$ cat config.mk
export PLATFORM = sky130hd
export DESIGN_NAME = buffer_transfer_splitter
export DESIGN_NICKNAME = d
export VERILOG_FILES = /design/src/rtl/buffer_transfer_splitter.sv
export SDC_FILE = /design/constraint.sdc
export NUM_CORES = 2
export LEC_CHECK = 0
export CORE_MARGIN = 5
export CORE_UTILIZATION = 50
export CTS_CLUSTER_DIAMETER = 60
export DETAILED_ROUTE_END_ITERATION = 6
export PLACE_DENSITY = 0.75
export SLEW_MARGIN = 20
export SYNTH_ARGS = -nofsm -noshare
export SYNTH_HDL_FRONTEND = slang
export SYNTH_SLANG_ARGS = --single-unit
$ cat constraint.sdc
create_clock -name aclk -period 6.7 [get_ports aclk]
set_input_delay 1.005 -clock aclk [delete_from_list [all_inputs] [get_ports aclk]]
set_output_delay 1.005 -clock aclk [all_outputs]
set_load 0.02 [all_outputs]
$ cat src/rtl/buffer_transfer_splitter.sv
// Splits per-channel host buffers into TRANSFER_BYTES-bounded write requests with round-robin
// arbitration and per-channel ack tracking. Define LIBSTF_SPLITTER_STATS_EN to enable stat_reqs.
module buffer_transfer_splitter #(
    parameter int N_CHANNELS      = 4,
    parameter int TRANSFER_BYTES  = 65536,
    parameter int VADDR_W         = 48,
    parameter int SIZE_W          = 28,
    parameter int MAX_OUTSTANDING = 8,
    localparam int LEN_W          = $clog2(TRANSFER_BYTES) + 1,
    localparam int CH_W           = (N_CHANNELS > 1) ? $clog2(N_CHANNELS) : 1
) (
    input  logic                          aclk,
    input  logic                          aresetn,
    input  logic [N_CHANNELS-1:0]         buf_valid,
    output logic [N_CHANNELS-1:0]         buf_ready,
    input  logic [N_CHANNELS*VADDR_W-1:0] buf_vaddr,
    input  logic [N_CHANNELS*SIZE_W-1:0]  buf_size,
    output logic                          req_valid,
    input  logic                          req_ready,
    output logic [VADDR_W-1:0]            req_vaddr,
    output logic [LEN_W-1:0]              req_len,
    output logic [CH_W-1:0]               req_chan,
    output logic                          req_last,
    input  logic                          ack_valid,
    input  logic [CH_W-1:0]               ack_chan,
    output logic                          done_valid,
    input  logic                          done_ready,
    output logic [CH_W-1:0]               done_chan,
    output logic [SIZE_W-1:0]             done_bytes,
    output logic                          err_ack,
    output logic                          busy,
    output logic [31:0]                   stat_reqs
);

    localparam int OFF_W  = $clog2(TRANSFER_BYTES);
    localparam int CALC_W = SIZE_W + 1;
    localparam int OUT_W  = $clog2(MAX_OUTSTANDING + 1);
    localparam logic [CALC_W-1:0] XFER_C    = CALC_W'(TRANSFER_BYTES);
    localparam logic [OUT_W-1:0]  MAX_OUT_C = OUT_W'(MAX_OUTSTANDING);

    typedef enum logic [1:0] {
        ST_IDLE  = 2'd0,
        ST_SPLIT = 2'd1,
        ST_DRAIN = 2'd2,
        ST_DONE  = 2'd3
    } ch_state_e;

    ch_state_e             state_r     [N_CHANNELS];
    ch_state_e             state_nxt_s [N_CHANNELS];
    logic [VADDR_W-1:0]    vaddr_r     [N_CHANNELS];
    logic [VADDR_W-1:0]    vaddr_nxt_s [N_CHANNELS];
    logic [SIZE_W-1:0]     rem_r       [N_CHANNELS];
    logic [SIZE_W-1:0]     rem_nxt_s   [N_CHANNELS];
    logic [SIZE_W-1:0]     size_r      [N_CHANNELS];
    logic [SIZE_W-1:0]     size_nxt_s  [N_CHANNELS];
    logic [OUT_W-1:0]      outst_r     [N_CHANNELS];
    logic [OUT_W-1:0]      outst_nxt_s [N_CHANNELS];
    logic [CALC_W-1:0]     room_s      [N_CHANNELS];
    logic [CALC_W-1:0]     chunk_s     [N_CHANNELS];

    logic [N_CHANNELS-1:0] last_s;
    logic [N_CHANNELS-1:0] elig_s;
    logic [N_CHANNELS-1:0] issue_s;
    logic [N_CHANNELS-1:0] ack_hit_s;
    logic [N_CHANNELS-1:0] done_cand_s;
    logic [N_CHANNELS-1:0] buf_ready_r;
    logic                  ack_err_s;
    logic                  busy_nxt_s;

    logic                  req_any_s;
    logic [CH_W-1:0]       req_gnt_s;
    logic                  req_load_s;
    logic [CH_W-1:0]       rr_req_r;
    logic                  done_any_s;
    logic [CH_W-1:0]       done_gnt_s;
    logic                  done_load_s;
    logic                  done_hs_s;
    logic [CH_W-1:0]       rr_done_r;

    logic                  req_valid_r;
    logic [VADDR_W-1:0]    req_vaddr_r;
    logic [LEN_W-1:0]      req_len_r;
    logic [CH_W-1:0]       req_chan_r;
    logic                  req_last_r;
    logic                  done_valid_r;
    logic [CH_W-1:0]       done_chan_r;
    logic [SIZE_W-1:0]     done_bytes_r;
    logic                  err_ack_r;
    logic                  busy_r;

    // Channel index base+off, wrapped into 0..N_CHANNELS-1 (off is at most N_CHANNELS-1).
    function automatic logic [CH_W-1:0] rr_idx(input logic [CH_W-1:0] base, input int off);
        int sum_v;
        sum_v = int'(base) + off;
        if (sum_v >= N_CHANNELS) begin
            sum_v = sum_v - N_CHANNELS;
        end else begin
            sum_v = sum_v;
        end
        return CH_W'(sum_v);
    endfunction

    // Chunk size per channel: remaining bytes clipped to the distance to the next aligned boundary.
    always_comb begin
        for (int c = 0; c < N_CHANNELS; c++) begin
            room_s[c]      = XFER_C - CALC_W'(vaddr_r[c][OFF_W-1:0]);
            chunk_s[c]     = ({1'b0, rem_r[c]} < room_s[c]) ? {1'b0, rem_r[c]} : room_s[c];
            last_s[c]      = (chunk_s[c] == {1'b0, rem_r[c]});
            elig_s[c]      = (state_r[c] == ST_SPLIT) && (outst_r[c] < MAX_OUT_C);
            ack_hit_s[c]   = ack_valid && (ack_chan == CH_W'(c)) && (outst_r[c] != '0);
            done_cand_s[c] = ((state_r[c] == ST_DRAIN) && (outst_r[c] == '0)) ||
                             ((state_r[c] == ST_DONE) &&
                              !(done_valid_r && (done_chan_r == CH_W'(c))));
        end
        ack_err_s = ack_valid && !(|ack_hit_s);
    end

    // Round-robin selection for the request and completion ports.
    always_comb begin
        req_any_s  = 1'b0;
        req_gnt_s  = '0;
        done_any_s = 1'b0;
        done_gnt_s = '0;
        for (int i = 0; i < N_CHANNELS; i++) begin
            if (!req_any_s && elig_s[rr_idx(rr_req_r, i)]) begin
                req_any_s = 1'b1;
                req_gnt_s = rr_idx(rr_req_r, i);
            end else begin
                req_gnt_s = req_gnt_s;
            end
            if (!done_any_s && done_cand_s[rr_idx(rr_done_r, i)]) begin
                done_any_s = 1'b1;
                done_gnt_s = rr_idx(rr_done_r, i);
            end else begin
                done_gnt_s = done_gnt_s;
            end
        end
        req_load_s  = !req_valid_r || req_ready;
        done_load_s = !done_valid_r || done_ready;
        done_hs_s   = done_valid_r && done_ready;
        for (int c = 0; c < N_CHANNELS; c++) begin
            issue_s[c] = req_load_s && req_any_s && (req_gnt_s == CH_W'(c));
        end
    end

    // Per-channel next state, address, remaining size and outstanding count.
    always_comb begin
        busy_nxt_s = 1'b0;
        for (int c = 0; c < N_CHANNELS; c++) begin
            state_nxt_s[c] = state_r[c];
            vaddr_nxt_s[c] = vaddr_r[c];
            rem_nxt_s[c]   = rem_r[c];
            size_nxt_s[c]  = size_r[c];
            case (state_r[c])
                ST_IDLE: begin
                    if (buf_valid[c] && buf_ready_r[c]) begin
                        vaddr_nxt_s[c] = buf_vaddr[c*VADDR_W +: VADDR_W];
                        rem_nxt_s[c]   = buf_size[c*SIZE_W +: SIZE_W];
                        size_nxt_s[c]  = buf_size[c*SIZE_W +: SIZE_W];
                        state_nxt_s[c] = (buf_size[c*SIZE_W +: SIZE_W] == '0) ? ST_DONE : ST_SPLIT;
                    end else begin
                        state_nxt_s[c] = ST_IDLE;
                    end
                end
                ST_SPLIT: begin
                    if (issue_s[c]) begin
                        vaddr_nxt_s[c] = vaddr_r[c] + VADDR_W'(chunk_s[c]);
                        rem_nxt_s[c]   = rem_r[c] - chunk_s[c][SIZE_W-1:0];
                        state_nxt_s[c] = last_s[c] ? ST_DRAIN : ST_SPLIT;
                    end else begin
                        state_nxt_s[c] = ST_SPLIT;
                    end
                end
                ST_DRAIN: begin
                    if (outst_r[c] == '0) begin
                        state_nxt_s[c] = ST_DONE;
                    end else begin
                        state_nxt_s[c] = ST_DRAIN;
                    end
                end
                ST_DONE: begin
                    if (done_hs_s && (done_chan_r == CH_W'(c))) begin
                        state_nxt_s[c] = ST_IDLE;
                    end else begin
                        state_nxt_s[c] = ST_DONE;
                    end
                end
                default: begin
                    state_nxt_s[c] = ST_IDLE;
                end
            endcase
            // An issue and an ack in the same cycle cancel out.
            case ({issue_s[c], ack_hit_s[c]})
                2'b10:   outst_nxt_s[c] = outst_r[c] + OUT_W'(1);
                2'b01:   outst_nxt_s[c] = outst_r[c] - OUT_W'(1);
                default: outst_nxt_s[c] = outst_r[c];
            endcase
            if (state_nxt_s[c] != ST_IDLE) begin
                busy_nxt_s = 1'b1;
            end else begin
                busy_nxt_s = busy_nxt_s;
            end
        end
    end

    // Channel state registers.
    always_ff @(posedge aclk or negedge aresetn) begin
        if (!aresetn) begin
            for (int c = 0; c < N_CHANNELS; c++) begin
                state_r[c] <= ST_IDLE;
                vaddr_r[c] <= '0;
                rem_r[c]   <= '0;
                size_r[c]  <= '0;
                outst_r[c] <= '0;
            end
            buf_ready_r <= '0;
            busy_r      <= 1'b0;
            err_ack_r   <= 1'b0;
        end else begin
            for (int c = 0; c < N_CHANNELS; c++) begin
                state_r[c]     <= state_nxt_s[c];
                vaddr_r[c]     <= vaddr_nxt_s[c];
                rem_r[c]       <= rem_nxt_s[c];
                size_r[c]      <= size_nxt_s[c];
                outst_r[c]     <= outst_nxt_s[c];
                buf_ready_r[c] <= (state_nxt_s[c] == ST_IDLE);
            end
            busy_r    <= busy_nxt_s;
            err_ack_r <= err_ack_r | ack_err_s;
        end
    end

    // Request and completion output registers; reloaded only when empty or accepted.
    always_ff @(posedge aclk or negedge aresetn) begin
        if (!aresetn) begin
            req_valid_r  <= 1'b0;
            req_vaddr_r  <= '0;
            req_len_r    <= '0;
            req_chan_r   <= '0;
            req_last_r   <= 1'b0;
            rr_req_r     <= '0;
            done_valid_r <= 1'b0;
            done_chan_r  <= '0;
            done_bytes_r <= '0;
            rr_done_r    <= '0;
        end else begin
            if (req_load_s) begin
                req_valid_r <= req_any_s;
                if (req_any_s) begin
                    req_vaddr_r <= vaddr_r[req_gnt_s];
                    req_len_r   <= LEN_W'(chunk_s[req_gnt_s]);
                    req_chan_r  <= req_gnt_s;
                    req_last_r  <= last_s[req_gnt_s];
                    rr_req_r    <= rr_idx(req_gnt_s, 1);
                end
            end
            if (done_load_s) begin
                done_valid_r <= done_any_s;
                if (done_any_s) begin
                    done_chan_r  <= done_gnt_s;
                    done_bytes_r <= size_r[done_gnt_s];
                    rr_done_r    <= rr_idx(done_gnt_s, 1);
                end
            end
        end
    end

`ifdef LIBSTF_SPLITTER_STATS_EN
    logic [31:0] stat_reqs_r;

    // Free-running count of accepted request handshakes.
    always_ff @(posedge aclk or negedge aresetn) begin
        if (!aresetn) begin
            stat_reqs_r <= 32'd0;
        end else if (req_valid_r && req_ready) begin
            stat_reqs_r <= stat_reqs_r + 32'd1;
        end
    end

    assign stat_reqs = stat_reqs_r;
`else
    assign stat_reqs = 32'd0;
`endif

    assign buf_ready  = buf_ready_r;
    assign req_valid  = req_valid_r;
    assign req_vaddr  = req_vaddr_r;
    assign req_len    = req_len_r;
    assign req_chan   = req_chan_r;
    assign req_last   = req_last_r;
    assign done_valid = done_valid_r;
    assign done_chan  = done_chan_r;
    assign done_bytes = done_bytes_r;
    assign err_ack    = err_ack_r;
    assign busy       = busy_r;

endmodule

After elaboration in Yosys (flattened, before gate mapping)
Index checks and enable logic that the tools add are counted.
{ "word_totals": {"regBits": 550, "inputBits": 315, "out_inout_bits": 138, "elab_cells": 371} }
{ "op_classes": {"n_addsub": 38, "n_lt_le_gt_ge": 29, "eq_ne": 41, "n_mux": 117, "n_bitwise": 3, "reduce_logical": 110} }
{ "op_table": {"columns": ["operator", "count"], "rows": [
  ["48-bit 2-to-1 mux", 10],
  ["48-bit case mux with 2 select lines", 4],
  ["28-bit 2-to-1 mux", 10],
  ["28-bit case mux with 2 select lines", 4],
  ["48-bit by 29-bit adder with 48-bit output", 4],
  ["29-bit by 28-bit == test with 1-bit output", 4],
  ["28-bit by 29-bit less-than comparator with 1-bit output", 4],
  ["29-bit 2-to-1 mux", 4],
  ["28-bit logical NOT", 4],
  ["28-bit subtractor", 4],
  ["48-bit binary-select mux with 2-bit select", 1],
  ["2-bit 2-to-1 mux", 38],
  ["17-bit by 16-bit subtractor with 18-bit output, first input constant", 4],
  ["29-bit binary-select mux with 2-bit select", 1],
  ["28-bit binary-select mux with 2-bit select", 1],
  ["1-bit logical AND", 45],
  ["2-bit == test, second input constant", 18],
  ["17-bit 2-to-1 mux", 2],
  ["2-bit case mux with 4 select lines", 4],
  ["4-bit case mux with 2 select lines", 4],
  ["3-bit greater-or-equal comparator, second input constant", 10],
  ["2-bit by 3-bit less-than comparator with 1-bit output, second input constant", 9],
  ["1-bit 2-to-1 mux", 25],
  ["2-bit nonzero test", 12],
  ["other kinds (20)", 112]
]} }

Depth between registers and ports, before layout
{ "logic_depth": {"depth_word": 23, "ltp_mapped": 31, "depth_no_buf": 29} }

Worst setup path after synthesis
Ideal clock, no wire load.
{ "synth_path": {"path_kind": "reg2reg", "startpoint": "register vaddr_r[49] (netlist name)", "endpoint": "register rem_r[54] (netlist name)", "setup_ns": 0.141, "arrival_time_ns": 6.568, "required_ns": 6.559, "slack_ns": -0.009, "path_stages_with_launch": 31, "n_path_buf": 2, "period_less_slack_ns": 6.709, "cell_sequence": "dfrtp_1 inv_1 ha_1 nor3b_1 nand2b_1 or4_1 or3_1 xor2_1 inv_1 ha_1 and4_1 o21ai_0 a21oi_1 a211oi_1 o21ai_0 buf_1 buf_2 mux2i_1 inv_1 ha_1 inv_1 fa_1 a21o_1 a221oi_1 o21ai_0 a21oi_1 o21ai_0 a2111o_1 or2_2 o311ai_0 nand3_1"} }
{ "synth_via": {"elab_chain_len": 6} }
{ "synth_rtl": {"columns": ["item", "line", "rtl"], "rows": [
  ["start: declaration", "50", "logic [VADDR_W-1:0] vaddr_r [N_CHANNELS];"],
  ["start signal: indexed assignment", "222", "vaddr_r[c] <= vaddr_nxt_s[c];"],
  ["17-bit by 16-bit subtractor with 18-bit output *", "106", "room_s[c] = XFER_C - CALC_W'(vaddr_r[c][OFF_W-1:0]);"],
  ["28-bit by 29-bit less-than comparator with 1-bit output", "107", "chunk_s[c] = ({1'b0, rem_r[c]} < room_s[c]) ? {1'b0, rem_r[c]} : room_s[c];"],
  ["29-bit 2-to-1 mux *", "107", null],
  ["28-bit subtractor *", "168", "rem_nxt_s[c] = rem_r[c] - chunk_s[c][SIZE_W-1:0];"],
  ["28-bit 2-to-1 mux *", "166", "if (issue_s[c]) begin"],
  ["28-bit case mux with 2 select lines *", "154", "case (state_r[c])"],
  ["end signal: indexed assignment", "223", "rem_r[c] <= rem_nxt_s[c];"],
  ["end: declaration", "52", "logic [SIZE_W-1:0] rem_r [N_CHANNELS];"]
]} }
Every way passes the cells marked *; elsewhere a longest branch is shown, timed or not. The select of a mux whose other input is x is not followed.
A chain may end at the register's enable or synchronous reset.

Worst setup path after layout
{ "layout_path": {"startpoint": "register vaddr_r[49] (netlist name)", "endpoint": "register vaddr_r[71] (netlist name)"} }
{ "layout_via": {"elab_chain_len": 6} }
{ "layout_rtl": {"columns": ["item", "line", "rtl"], "rows": [
  ["17-bit by 16-bit subtractor with 18-bit output", "106", null],
  ["28-bit by 29-bit less-than comparator with 1-bit output", "107", null],
  ["29-bit 2-to-1 mux", "107", null],
  ["48-bit by 29-bit adder with 48-bit output *", "167", "vaddr_nxt_s[c] = vaddr_r[c] + VADDR_W'(chunk_s[c]);"],
  ["48-bit 2-to-1 mux *", "166", null],
  ["48-bit case mux with 2 select lines *", "154", null]
]} }
Marked as above.

==> impl_metrics.tcl <==
set metrics [dict create \
    antenna_found_initial 10 \
    setup-violations-final 0 \
    ys_async_sr_fraction_pct 100.0 \
    place_ws_ns -0.3057 \
    skew_ns 0.02700 \
    dp.cells 6640 \
    insertion_delay_ns 0.63 \
    crit_start "vaddr_r[49]" \
    core_um2 82110 \
    routed_wl_um 174200 \
    crit_arrival_ns 6.94 \
    clkTransAtPathRegs_ns 0.06 \
    rr_worst_depth 29 \
    drtAntennaViolNets 0 \
    dp_hpwl_um 133600 \
    synth_simple_gate_area_share_pct 23.33 \
    seq_area_frac_synth_pct 33.21 \
    max_slew_margin_pct 23.42 \
    grt_usage_pct 37.30 \
    wl_per_cell_um 25.69 \
    cts_buffer_depth 3 \
    die_h_um 297.9 \
    hold_path.class "input pin to asynchronous set/reset pin" \
    yosys.area.top_type_share_pct 33.21 \
    grt_pass1_vias 40080 \
    power_density_nw_per_um2 583.4 \
    path_class "register to register" \
    die-area_um2 88740 \
    ys_types 98 \
    drv_slew 0 \
    drtIter0Drc 5639 \
    yosys_warnings 0 \
    tightestPinTransition_ns 1.149 \
    htreeDepth 3 \
    final_nets 6245 \
    initial_core_util_pct 50.47 \
    synth_top_cell_by_area "dfrtp_1" \
    setup_ws_ns 0.2223 \
    syn_inst 5195 \
    synth_mux_area_share_pct 3.822 \
    ios 453 \
    syn_area_per_cell_um2 7.977 \
    setup.worst_path.end_class "register" \
    io_buffers 420 \
    drive_gt1_share_pct 8.973 \
    synth_compound_area_share_pct 21.90 \
    rsz0062_at_grt "yes" \
    ctsHoldBuffers 0 \
    drc_errors 0 \
    synth_top_family_by_area "simple AND/OR/NAND/NOR gates" \
    rows 105 \
    crit_path_max_fanout 5 \
    syn2layout_area_growth_pct 21.94 \
    start_kind "register" \
    hold_violations 0 \
    outcome "complete, no violations" \
    via_per_inst 6.360 \
    reg2reg_slack_ns 0.22 \
    p_leak_nw 23.10 \
    drv_cap 0 \
    finalNonFillerCells 6781 \
    dr.pass1.iters 6 \
    clock.fmax_ghz 0.1544 \
    synth_area_leaders "dfrtp_1, nand2_1, ha_1" \
    synthXorXnorAreaFrac_pct 4.142 \
    cts_made_buffers 71 \
    cp_slowest_stage_delay_ns 0.48 \
    fin_crit_ns 6.478 \
    fin_crit_sh_pct 96.68 \
    cpMostUsedCell "o21ai_0" \
    via_count 43130 \
    synth_flop_cell "dfrtp_1" \
    grt_pass1_wl_um 255300 \
    cts_tree "yes" \
    root_buffer "clkbuf_16" \
    gr-total-overflow 0 \
    gp_congestion 1.071 \
    cp_data_required_time_ns 7.16 \
    synth_edf_count 0 \
    vdd_drop_max_mv 0.4714 \
    critPathSlowestCell "or4_4" \
    die_w_um 297.9 \
    r2r-start "vaddr_r[49]" \
    synth_seq_cells 550 \
    clock-sinks 550 \
    synthAdderAreaFrac_pct 8.550 \
    grt_max_degree 172 \
    synth_area_um2 41440 \
]
[per-stage QoR]
stage                     total power, mW  util (%)  area [um^2]  hold WS, ns  TNS [ns]
after floorplan                     17.93         -        41720       0.4380         0
after global placement              23.92     57.97        47600       0.4397   -0.7494
after detailed placement            24.20     57.97        47600       0.4557    -1.796
after CTS                           28.54     61.07        50140       0.4221         0
after global routing                31.34     61.53        50520       0.4327   -0.2969
final                               29.48     61.55        50530       0.3836         0
[power breakdown]
part	total, mW	internal (mW)	leakage (nW)	switching, mW
combinational	19.2	7.57	15.2	11.6
clock	4.17	2.53	1.22	1.64
sequential	6.16	4.53	6.70	1.63
[flip-flops by register name, indices dropped and copies added (netlist names)]
| register | flops |
|---|---|
| vaddr_r | 192 |
| rem_r | 112 |
| size_r | 112 |
| req_vaddr | 48 |
| done_bytes | 28 |
| req_len | 17 |
| outst_r | 16 |
| state_r | 8 |
| buf_ready | 4 |
| done_chan | 2 |
| req_chan | 2 |
| rr_done_r | 2 |
| rr_req_r | 2 |
| busy | 1 |
| done_valid | 1 |
| err_ack | 1 |
| req_last | 1 |
| req_valid | 1 |
[worst max-delay path, delay by kind of cell (launching register included)]
kind | cells | cell delay, ns
fa+ha+maj | 3 | 0.85
flops | 1 | 0.38
mux | 1 | 0.22
simple gates | 5 | 1.44
xor+xnor | 2 | 0.38
compound gates | 12 | 2.40
buf+inv | 6 | 0.66
[metal layers]
metal	share of wire, %	track usage (%)	up-vias
met1	40	50.53	20670
met2	42	54.95	2596
met4	6.6	20.00	0
met5	0	0	-
met3	12	9.546	429
li1	-	-	19440
[worst paths after layout]
| kind | to |
|---|---|
| min in group aclk | err_ack |
| worst min-delay path | done_bytes[3] |
| max in group asynchronous | vaddr_r[113] |
| worst max-delay path | vaddr_r[71] |
| worst max register to register | vaddr_r[71] |
| worst min register to register | err_ack |
[placed cells by master (no fill, tap or decap), types with 15 or more instances in the layout]
cell and n:
or3_1 42, mux2_2 58, o21a_1 42, nand2b_1 37
clkdlybuf4s50_1 419, dfrtp_1 550, and3_1 171, a211oi_1 37
o311ai_0 16, mux2i_1 75, and2_1 26, or2_2 15
conb_1 76, o21ai_0 283, xnor2_1 119, nand4_1 42
o21bai_1 26, a21oi_1 357, o22ai_1 24, a311oi_1 17
clkbuf_16 73, nand3_1 138, o211ai_1 85, nor3_1 101
nor2_1 361, a21o_1 129, nor2b_1 19, xor2_1 75
a31oi_1 87, nor4_1 58, or4_1 24, ha_1 264
buf_4 191, nand2_1 991, o31ai_1 53, o21ai_1 15
inv_1 207, a222oi_1 15
[synthesized netlist by cell type, types with 11 or more instances]
cell	instances
xnor2_1	119
nand4_1	42
o31ai_1	55
xor2_1	77
nand2b_1	42
or3_1	42
buf_2	11
ha_1	264
a31oi_1	89
o311ai_0	17
or2_2	15
or4_1	25
clkbuf_1	241
o22ai_1	24
a222oi_1	15
buf_4	33
buf_1	20
o21a_1	42
a311oi_1	19
mux2_2	58
nor3b_1	14
o21ai_0	303
nand3_1	142
and2_1	26
inv_1	208
mux2i_1	81
nor2_1	367
nor3_1	104
dfrtp_1	550
a21oi_1	361
nor4_1	60
nand2_1	995
nor2b_1	24
fa_1	12
o221ai_1	14
o21bai_1	26
a21o_1	129
and3_1	174
a211oi_1	42
o211ai_1	85
[cell type report]
type                       instances  area (um^2)
inverter                         209        785.8
timing repair buffer             617         5763
tap                             1070         1339
fill                            7196        31580
clock inverter                    30        462.9
antenna                            5        12.51
sequential                       550        13760
clock buffer                      95         2029
multi-input combinational       4205        26380
[timing repair]
item	in CTS	in global routing
endpoints found under the setup margin	24	152
resized for setup	7	76
pin swaps	3	11
setup buffers	1	10
[cells by family (layout without fill, tap and decap cells)]
kind of cell | Yosys count | after routing
buffers and inverters | 515 | 951
muxes | 147 | 147
AOI/OAI and AO/OA | 1396 | 1396
DFF | 550 | 550
other | 1 | 81
adders and majority gates | 276 | 276
and+or+nand+nor | 2114 | 2114
xor gates and xnor gates | 196 | 196
(Power assumes the default switching activity.)
